===== config.mk =====
export PLATFORM = sky130hd
export DESIGN_NAME = sel_input_debounce
export DESIGN_NICKNAME = d
export VERILOG_FILES = /design/src/rtl/sel_input_debounce.sv
export SDC_FILE = /design/constraint.sdc
export NUM_CORES = 1
export LEC_CHECK = 0
export BUFFER_PORTS_ARGS = -buffer_cell sky130_fd_sc_hd__buf_2
export CAP_MARGIN = 40
export CORE_MARGIN = 2
export CORE_UTILIZATION = 59
export DETAILED_ROUTE_END_ITERATION = 6
export HOLD_SLACK_MARGIN = 0.08
export PLACE_DENSITY_LB_ADDON = 0.12
export SYNTH_ARGS = -nofsm -noshare
export SYNTH_HDL_FRONTEND = slang
export SYNTH_SLANG_ARGS = --single-unit

===== constraint.sdc =====
create_clock -name clk -period 3 [get_ports clk]
set_input_delay 0 -clock clk [delete_from_list [all_inputs] [get_ports clk]]
set_output_delay 0 -clock clk [all_outputs]
set_load 0.05 [all_outputs]

===== src/rtl/sel_input_debounce.sv =====
// sel_input_debounce: synchronise and debounce ten switches feeding the 4:1 two-bit selector
//   clk          rising-edge system clock
//   rst          synchronous active-high reset
//   sw_in        raw asynchronous switch levels
//   sw_stable    settled switch levels
//   changed_mask one-cycle mask of bits that settled on the last edge
//   changed      OR of changed_mask
//   ctrl/in3..in0 selector buses sliced from sw_stable
module sel_input_debounce #(
    parameter int DEBOUNCE_CYCLES = 16
) (
    input  logic       clk,
    input  logic       rst,
    input  logic [9:0] sw_in,
    output logic [9:0] sw_stable,
    output logic [9:0] changed_mask,
    output logic       changed,
    output logic [1:0] ctrl,
    output logic [1:0] in3,
    output logic [1:0] in2,
    output logic [1:0] in1,
    output logic [1:0] in0
);
    localparam int CW = $clog2(DEBOUNCE_CYCLES);
    localparam logic [CW-1:0] CNT_LAST = CW'(DEBOUNCE_CYCLES - 1);
    logic [9:0] s1_q, s2_q, sw_stable_q, sw_stable_d, changed_mask_q, changed_mask_d;
    logic [CW-1:0] cnt_q [10];
    logic [CW-1:0] cnt_d [10];
    always_comb begin
        sw_stable_d    = sw_stable_q;
        changed_mask_d = '0;
        for (int i = 0; i < 10; i++) begin
            cnt_d[i] = '0;
            if (s2_q[i] != sw_stable_q[i]) begin
                if (cnt_q[i] == CNT_LAST) begin
                    sw_stable_d[i]    = s2_q[i];
                    changed_mask_d[i] = 1'b1;
                end else begin
                    cnt_d[i] = cnt_q[i] + CW'(1);
                end
            end
        end
    end
    always_ff @(posedge clk) begin
        if (rst) begin
            s1_q           <= '0;
            s2_q           <= '0;
            sw_stable_q    <= '0;
            changed_mask_q <= '0;
            for (int i = 0; i < 10; i++) cnt_q[i] <= '0;
        end else begin
            s1_q           <= sw_in;
            s2_q           <= s1_q;
            sw_stable_q    <= sw_stable_d;
            changed_mask_q <= changed_mask_d;
            for (int i = 0; i < 10; i++) cnt_q[i] <= cnt_d[i];
        end
    end
    assign sw_stable    = sw_stable_q;
    assign changed_mask = changed_mask_q;
    assign changed      = |changed_mask_q;
    assign ctrl         = sw_stable_q[9:8];
    assign in3          = sw_stable_q[7:6];
    assign in2          = sw_stable_q[5:4];
    assign in1          = sw_stable_q[3:2];
    assign in0          = sw_stable_q[1:0];
endmodule

=== Word level (Yosys, flattened, before mapping) ===
Memory sizes are Yosys's and may differ from the RTL's.
Index checks and enable logic that the tools add are counted.

* Input bits: 12
* Logic and storage cells: 137
* Memory bits (writable): 40
* Memories: 1
* Output and inout port bits: 31
* Bits in registers: 40

* Reductions and logical operators: 21
* Multiplexer cells: 43
* Bitwise gates (word level): 20
* Eq/ne operators: 20
* Add/subtract/negate cells: 10

{| class="wikitable"
|+ Memory list
! name !! depth !! width !! rd ports !! clocked after Yosys merged registers in !! write ports !! RTL line !! source
|-
| cnt_q || 10 || 4 || 10 || 0 || 10 || 27 || <nowiki>logic [CW-1:0] cnt_q [10];</nowiki>
|}

{| class="wikitable"
|+ Operators with widths
! operator !! number
|-
| 4-bit two-way mux || 30
|-
| 4-bit by 1-bit adder with 4-bit output, second input constant || 10
|-
| 4-bit == test, second input constant || 10
|-
| 2-bit AND reduction || 10
|-
| 2-bit OR reduction || 10
|-
| 1-bit two-way mux || 13
|-
| 1-bit inequality test || 10
|-
| 1-bit NOT || 10
|-
| 1-bit bitwise OR || 10
|-
| 10-bit OR reduction || 1
|}

=== Logic depth before layout (Yosys ltp) ===
Gate-level depths: netlist (run 1).

* Depth in word-level cells: 4
* Depth in mapped cells: 4
* Mapped depth without buffers: 4

=== Worst setup path before layout (run 1) ===
Ideal clock, no wire load.

* Path type: reg-to-output
* Start point: register changed_mask_q[5], in the netlist changed_mask[5]
* End point: output changed
* Setup slack: 1.790 ns
* Required time: 3.000 ns
* Buffers on the path: 0
* Cell stages (with the launch flop): 3
* Arrival: 1.210 ns
* Path through: dfxtp_1 nor4_1 nand3_1

* Longest elaborated chain between the ends: 1

{| class="wikitable"
|+ Ends and longest elaborated chain
! what !! RTL line !! source
|-
| start: declaration || 26 || <nowiki>logic [9:0] s1_q, s2_q, sw_stable_q, sw_stable_d, changed_mask_q, changed_mask_d;</nowiki>
|-
| start signal: assignment || 55 || <nowiki>changed_mask_q <= changed_mask_d;</nowiki>
|-
| 10-bit OR reduction || 61 || <nowiki>assign changed = |changed_mask_q;</nowiki>
|-
| end: declaration || 17 || <nowiki>output logic changed,</nowiki>
|}

Every way passes these cells.

=== Final worst setup path (run 1) ===
* Start point: register changed_mask_q[1], in the netlist changed_mask[1]
* End point: output changed

Same word-level chain as after synthesis.

==> results of run 1 <==
flip-flops by register name, indices dropped and copies added (netlist names):
signal / count
s1_q: 10
cnt_q: 40
sw_stable: 10
s2_q: 10
changed_mask: 10
report_power, final:
part	switching, mW	internal [mW]	leakage (nW)	total, mW
registers	0.00767	1.08	0.649	1.09
clock network	0.334	0.431	0.0969	0.765
logic	0.0234	0.0299	0.762	0.0533
cell families (layout without fill, tap and decap cells):
family                   count (synthesis)  count (layout)
XOR/XNOR                                30              30
buffers and inverters                   25              78
flip-flops                              80              80
adder cells (fa/ha/maj)                 10              10
multiplexers                            10              10
AND/OR/NAND/NOR                        124             124
how the worst max path moves through the flow:
stage / from / to / slack, ns / cells after the start
2_1_floorplan: changed_mask[5]$_SDFF_PP0_ / changed / 1.79 / 2
3_3_place_gp: cnt_q[6][0]$_SDFF_PP0_ / sw_stable[6]$_SDFFE_PP0P_ / 1.94 / 4
3_5_place_dp: cnt_q[1][0]$_SDFF_PP0_ / sw_stable[1]$_SDFFE_PP0P_ / 1.92 / 4
4_1_cts: changed_mask[1]$_SDFF_PP0_ / changed / 1.75 / 3
5_1_grt: changed_mask[5]$_SDFF_PP0_ / changed / 1.72 / 3
6_report: changed_mask[1]$_SDFF_PP0_ / changed / 1.78 / 3
critical path: cells and delay by family (launching register included):
family / cells / cell delay (ns)
AND/OR/NAND/NOR: 2 / 0.37
buffers and inverters: 1 / 0.22
flip-flops: 1 / 0.31
timing repair:
item	4_1_cts	5_1_grt
buffers inserted	0	0
setup endpoints to repair	0	0
hold buffers	10	0
endpoints found under the hold margin	10	0
synthesized netlist by cell type, drive strengths merged:
cell | instances | area, um^2
nor4 | 2 | 12.5
nand3 | 21 | 105
buf | 15 | 115
nand2b | 10 | 62.6
dfxtp | 80 | 1600
mux2i | 10 | 100
nor2 | 61 | 229
xor2 | 20 | 175
ha | 10 | 125
nand3b | 10 | 75.1
xnor2 | 10 | 87.6
nor2b | 20 | 125
inv | 10 | 37.5
stage by stage:
stage,util (%),cells
2_1_floorplan,-,279
3_3_place_gp,64.2,360
3_5_place_dp,64.2,360
4_1_cts,70.6,386
5_1_grt,70.6,386
6_report,70.6,386
layout make-up:
class                           instances  area (um^2)  area share [%]
Sequential cell                        80         1600            48.3
Multi-Input combinational cell        174         1100            33.1
Timing Repair Buffer                   52          310            9.36
Clock inverter                          2         37.5            1.13
Clock buffer                           14          163            4.91
Inverter                               10         37.5            1.13
Tap cell                               54         67.6            2.04
metal layers:
metal	track usage (%)	wire length, um	vias up
met5	0	0	-
met4	10.9	95	0
met3	4.53	148	9
met2	28.9	1900	38
met1	19.9	1910	841
li1	-	-	971
==> metrics.md, run 1 <==
| Metric | Value |
|---|---|
| CTS tree | done |
| Netlist cell types | 15 |
| Worst setup path category | reg -> out |
| Crit-path max cell delay | 0.31 ns |
| Number of warnings printed during yosys synthesis | 0 |
| Sequential share of the synthesized area | 56.2% |
| Number of instances in the synthesized netlist | 279 |
| Ports | 43 |
| Final number of setup-violating endpoints | 0 |
| Hold depth | 2 |
| Fraction of final layout cells sized beyond drive strength 1 | 16.6% |
| Endpoint arrival time on the critical path | 1.22 ns |
| Slew at the pin with the worst max-slew slack | 0.740 ns |
| Final critical-path share of the clock period | 40.8% |
| Placed wire-length estimate after detailed placement | 2.78 mm |
| Post-cts gate resize count | 0 |
| Post-Route Setup TNS | 0 ns |
| Placed instance area | 3010 um^2 |
| Final estimated routing congestion in global placement | 0.761 |
| Antenna Violating Nets Remaining | 0 |
| Clock tree root driver cell | sky130_fd_sc_hd__clkbuf_8 |
| Max rail drop VDD | 0.330 mV |
| Worst slew margin relative to its limit | 50.6% |
| Horizontal extent of the die | 73.5 um |
| Mux contribution to synthesized area | 3.51% |
| CTS Sinks | 80 |
| Synthesized net count | 301 |
| Final nets | 349 |
| Unrepaired setup endpoints after global routing | false |
| Power density of the placed cells | 575 nW/um^2 |
| Element type at the critical path start | flip-flop |
| Die Footprint | 5410 um^2 |
| RR Startpoint | cnt_q[1][0]$_SDFF_PP0_ |
| Data required time of the critical path | 3.00 ns |
| Classification of the worst-slack hold path | in -> reg |
| Area of all placed cells without fillers | 3310 um^2 |
| DRT Wirelength | 4.06 mm |
| Count of vias placed by the detailed router | 1859 |
| Max Freq | 0.818 GHz |
| Die Ht | 73.5 um |
| Final setup skew | 0.00781 ns |
| Post-synthesis sequential element count | 80 |
| Aggregate global routing overflow | 0 |
| Least setup slack across all paths after layout | 1.78 ns |
| CTS max path bufs | 2 |
| Post-synthesis xor/xnor area fraction | 9.21% |
| Row cnt | 25 |
| Worst hold path startpoint | rst |
| Outcome | finished clean |
| DRC violation count after routing | 0 |
| Starting Density | 60.8% |
| Leak pwr | 1.51 nW |
| GRT Util Overall | 17.4% |
| Clock latency reported for the late side of the worst-skew pair | 0.33 ns |
| DR pass1 iterations | 4 |
| Maximum number of pins on one net before global-route repair | 51 |
| Wire length of the first global-routing pass | 7.04 mm |
| Final number of max-transition violations | 0 |
| Largest family of logic cells by synthesized area | simple AND/OR/NAND/NOR gates |
| Area fraction in compound gates after synthesis | 0% |
| Leading cell types in the layout, fill and taps excluded | sky130_fd_sc_hd__dfxtp_1 (80), sky130_fd_sc_hd__nor2_1 (61), sky130_fd_sc_hd__buf_2 (42) |
| Initial antenna violation count | 0 |
| Cell count of the worst reg-to-reg path | 4 |
| Detail-routed via count per cell | 4.82 |
| Minimum setup slack after placement | 1.92 ns |
| Tot Pwr | 1.90 mW |
| Total of max-cap violations | 0 |
| Time the worst path needs with I/O delays and setup | 1.22 ns |
| Antenna diode count | 0 |
| Final count of hold timing violations | 0 |
| Clock-pin slew on the worst setup and hold paths | 0.07 ns |
| Syn-to-layout area delta | 16.2% |
| Worst hold margin | 0.219 ns |
| Syn Area/Cell | 10.2 um^2 |
| Combined area of all synthesized cells | 2850 um^2 |
| Cell with the biggest individual delay on the critical path | sky130_fd_sc_hd__dfxtp_1 |
| Post-Synth Adder-Cell Area | 4.39% |
| Violation count after the first detailed-routing iteration | 68 |
| Number of levels in the clock H-tree | 3 |
| Type of destination of the critical path | output port |
| Worst reg2reg endpoint | sw_stable[1]$_SDFFE_PP0P_ |
| Simple-gate portion of the synthesized area | 21.4% |
| Setup slack of the worst register-to-register path | 1.90 ns |
| Most common library cell in the layout ignoring fill and taps | sky130_fd_sc_hd__dfxtp_1 |
| TritonCTS buffer count | 9 |
| Hold path endpoint | sw_stable[9]$_SDFFE_PP0P_ |
| CORE AREA | 4690 um^2 |
| Number of filler cells placed in the layout | 354 |
| Vias in the first global route | 1716 |
| Largest driver fanout on the critical path | 2 |
| Count of buffers inserted at the top-level ports | 42 |
| DR WL/cell | 10.5 um |
| Critical Path, Cell by Cell | nor4_1 > nand3_1 > buf_2 |
Note: power is estimated with default switching activity, not from simulation.
==> inputs of run 2 (changes only) <==
--- a/config.mk
+++ b/config.mk
@@ -8,7 +8,7 @@
 export BUFFER_PORTS_ARGS = -buffer_cell sky130_fd_sc_hd__buf_2
 export CAP_MARGIN = 40
 export CORE_MARGIN = 2
-export CORE_UTILIZATION = 59
+export CORE_UTILIZATION = 50
 export DETAILED_ROUTE_END_ITERATION = 6
 export HOLD_SLACK_MARGIN = 0.08
 export PLACE_DENSITY_LB_ADDON = 0.12
==> constraint.sdc (replaced) <==
create_clock -name clk -period 1.01 [get_ports clk]
set_input_delay 0 -clock clk [delete_from_list [all_inputs] [get_ports clk]]
set_output_delay 0 -clock clk [all_outputs]
set_load 0.05 [all_outputs]
==> metrics.md, run 2 (synthesized netlist as in run 1, its figures left out) <==
| Metric | Value |
|---|---|
| Final number of setup-violating endpoints | 1 (+1) |
| Internal power | 4.85 mW (+210%) |
| Number of filler cells placed in the layout | 413 (+17%) |
| Violation count after the first detailed-routing iteration | 21 (-69%) |
| RR Startpoint | cnt_q[2][1]$_SDFF_PP0_ |
| Count of vias placed by the detailed router | 1947 (+4.7%) |
| Least setup slack across all paths after layout | -0.217 ns (-1.99 ns) |
| Clock-pin slew on the worst setup and hold paths | 0.07 ns (about the same) |
| Final critical-path share of the clock period | 121% |
| Worst hold margin | 0.396 ns (+0.176 ns) |
| Most common library cell in the layout ignoring fill and taps | sky130_fd_sc_hd__nor2_1 |
| Endpoint arrival time on the critical path | 1.23 ns (about the same) |
| Starting Density | 51.8% (-9.0 points) |
| Worst setup path startpoint | changed_mask[1]$_SDFF_PP0_ |
| Outcome | finished with violations |
| Cell with the biggest individual delay on the critical path | sky130_fd_sc_hd__dfxtp_1 |
| Total net switching power | 1.18 mW (+220%) |
| Clock tree root driver cell | sky130_fd_sc_hd__clkbuf_8 |
| CTS tree | done |
| Tot Pwr | 6.02 mW (+220%) |
| TritonCTS buffer count | 9 (unchanged) |
| Register name with the most flops | cnt_q |
| Levels on crit path | 3 (unchanged) |
| Core Util, Final | 69.6% (-1.1 points) |
| DRT Wirelength | 4.53 mm (+12%) |
| Vias in the first global route | 1859 (+8.3%) |
| Worst reg2reg endpoint | cnt_q[2][3]$_SDFF_PP0_ |
| Total of max-cap violations | 0 (unchanged) |
| Switching share of power | 19.5% (+0.38 points) |
| Ports | 43 (unchanged) |
| Leading cell types in the layout, fill and taps excluded | sky130_fd_sc_hd__nor2_1 (60), sky130_fd_sc_hd__dfxtp_1 (54), sky130_fd_sc_hd__buf_2 (31) |
| Die Footprint | 6320 um^2 (+17%) |
| Time the worst path needs with I/O delays and setup | 1.23 ns |
| Critical path buffers and inverters | 1 (unchanged) |
| Placed wire-length estimate after detailed placement | 3.10 mm (+11%) |
| Type of destination of the critical path | output port |
| Slew at the pin with the worst max-slew slack | 0.249 ns (-0.492 ns) |
| Maximum number of pins on one net before global-route repair | 26 (-49%) |
| Final nets | 377 (+8.0%) |
| Final count of hold timing violations | 0 (unchanged) |
| Count of buffers inserted at the top-level ports | 42 (unchanged) |
| Cell count of the worst reg-to-reg path | 4 (unchanged) |
| Area of all placed cells without fillers | 3830 um^2 (+16%) |
| CTS Sinks | 80 (unchanged) |
| Placed instance area | 3260 um^2 (+8.2%) |
| Unrepaired setup endpoints after global routing | true |
| DR pass1 iterations | 3 (-1) |
| Aggregate global routing overflow | 0 (unchanged) |
| Classification of the worst-slack hold path | in -> reg |
| Final estimated routing congestion in global placement | 0.757 (-0.54%) |
| Clock latency reported for the late side of the worst-skew pair | 0.34 ns (about the same) |
| GRT Util Overall | 15.8% (-1.7 points) |
| Number of levels in the clock H-tree | 3 (unchanged) |
| Fraction of final layout cells sized beyond drive strength 1 | 38.1% (+21 points) |
| Sequential group share of total power | 53.6% (-3.4 points) |
| Combinational cell fraction of total power | 3.3% (+0.5 points) |
| Antenna Violating Nets Remaining | 0 (unchanged) |
| Top cell family by delay on the critical path | simple AND/OR/NAND/NOR gates |
| Max Freq | 0.815 GHz |
| Row cnt | 27 (+8.0%) |
| Endpoint of the most critical setup path | changed |
| Worst slew margin relative to its limit | 83.3% (+33 points) |
| Area taken by multi-input logic gates | 1270 um^2 (+16%) |
| CTS max path bufs | 2 (unchanged) |
| Flip-flop count of the largest register after layout | 40 (unchanged) |
| DR WL/cell | 10.5 um (-0.29%) |
| Violated checks | negative setup slack |
| CORE AREA | 5510 um^2 (+17%) |
| Worst setup path category | reg -> out |
| Horizontal extent of the die | 79.5 um (+8.2%) |
| Clock power frac | 43.1% (+2.9 points) |
| Setup slack of the worst register-to-register path | 0.06 ns (-1.84 ns) |
| Die Ht | 79.5 um (+8.2%) |
| Wire length of the first global-routing pass | 7.68 mm (+9.1%) |
| Critical Path, Cell by Cell | nor4_2 > nand3_2 > buf_6 |
| Initial antenna violation count | 0 (unchanged) |
| Largest driver fanout on the critical path | 2 (unchanged) |
| Element type at the critical path start | flip-flop |
| Max rail drop VDD | 1.14 mV (+240%) |
| Data required time of the critical path | 1.01 ns (-1.99 ns) |
| Final number of max-transition violations | 0 (unchanged) |
| Seq. cell area | 1630 um^2 (+2.0%) |
| Syn-to-layout area delta | 34.3% |
| Crit-path max cell delay | 0.32 ns (about the same) |
| Power density of the placed cells | 1570 nW/um^2 (+170%) |
| Minimum setup slack after placement | -0.0168 ns (-1.93 ns) |
| Final setup skew | 0.00633 ns (-0.00148 ns) |
| Detail-routed via count per cell | 4.51 (-6.4%) |
| Leak pwr | 1.67 nW (+11%) |
| Antenna diode count | 0 (unchanged) |
| DRC violation count after routing | 0 (unchanged) |
[run 2: changes by cell type in the layout (fill, tap and decap cells not counted), moves of 3 or more]
| cell | previous run | this run |
|---|---|---|
| sky130_fd_sc_hd__ha_2 | 0 | 6 |
| sky130_fd_sc_hd__nand3_1 | 21 | 10 |
| sky130_fd_sc_hd__dfxtp_1 | 80 | 54 |
| sky130_fd_sc_hd__clkbuf_1 | 3 | 0 |
| sky130_fd_sc_hd__buf_2 | 42 | 31 |
| sky130_fd_sc_hd__ha_1 | 10 | 0 |
| sky130_fd_sc_hd__nand3_2 | 0 | 9 |
| sky130_fd_sc_hd__dfxtp_2 | 0 | 26 |
| sky130_fd_sc_hd__buf_4 | 0 | 30 |
| sky130_fd_sc_hd__ha_4 | 0 | 4 |
| sky130_fd_sc_hd__clkbuf_4 | 0 | 6 |
[run 2: area by class of cell]
class,count,area share [%]
Inverter,10,0.980
Tap cell,72,2.35
Clock buffer,11,3.95
Sequential cell,80,42.7
Timing Repair Buffer,80,14.8
Clock inverter,5,2.06
Multi-Input combinational cell,174,33.2
[run 2: worst min path at each step]
stage	cells past startpoint	slack (ns)	start	to
after global placement	2	0.21	sw_in[3]	s1_q[3]$_SDFF_PP0_
after detailed placement	2	0.21	sw_in[1]	s1_q[1]$_SDFF_PP0_
after CTS	3	0.38	sw_in[6]	s1_q[6]$_SDFF_PP0_
final	3	0.40	sw_in[6]	s1_q[6]$_SDFF_PP0_
after floorplan	1	0.13	sw_in[0]	s1_q[0]$_SDFF_PP0_
after global routing	3	0.41	sw_in[8]	s1_q[8]$_SDFF_PP0_
[run 2: worst register-to-register path, cell delays in order (launching register included)]
cell	delay [ns]
sky130_fd_sc_hd__dfxtp_1	0.35
sky130_fd_sc_hd__ha_2	0.19
sky130_fd_sc_hd__nand3_2	0.10
sky130_fd_sc_hd__nand3b_1	0.15
sky130_fd_sc_hd__nor2_1	0.06
[run 2: what timing repair did]
item                                    in CTS  in global routing
setup buffers                                0                  1
pin swaps                                    2                  6
gates cloned                                 0                  0
hold buffers                                11                  0
gates resized for setup                     17                 44
endpoints found under the setup margin      14                 47
hold endpoints to repair                    13                  0
[run 2: power by group through the flow]
| stage | clock, mW | sequential (mW) | combinational (mW) |
|---|---|---|---|
| CTS | 2.66 | 3.22 | 0.200 |
| floorplan | 0 | 3.29 | 0.105 |
| global route | 2.79 | 3.23 | 0.229 |
| detailed placement | 0 | 3.30 | 0.166 |
| global placement | 0 | 3.29 | 0.163 |
| finish | 2.60 | 3.23 | 0.202 |
[run 2: stage by stage]
step / TNS [ns] / instances
6_report: -0.217 / 432
4_1_cts: -0.239 / 431
3_3_place_gp: 0 / 404
3_5_place_dp: -0.0261 / 404
2_1_floorplan: -0.137 / 279
5_1_grt: -0.292 / 432
[run 2: routing by layer]
layer  part of all wire (%)  global-route usage, %  vias up  routed length [um]
met4                    2.4                   10.3        0                 107
met1                     47                   19.3      874                2150
met3                    4.1                   3.62        7                 188
li1                       -                      -     1027                   -
met2                     46                   24.7       39                2090
met5                      0                      0        -                   0
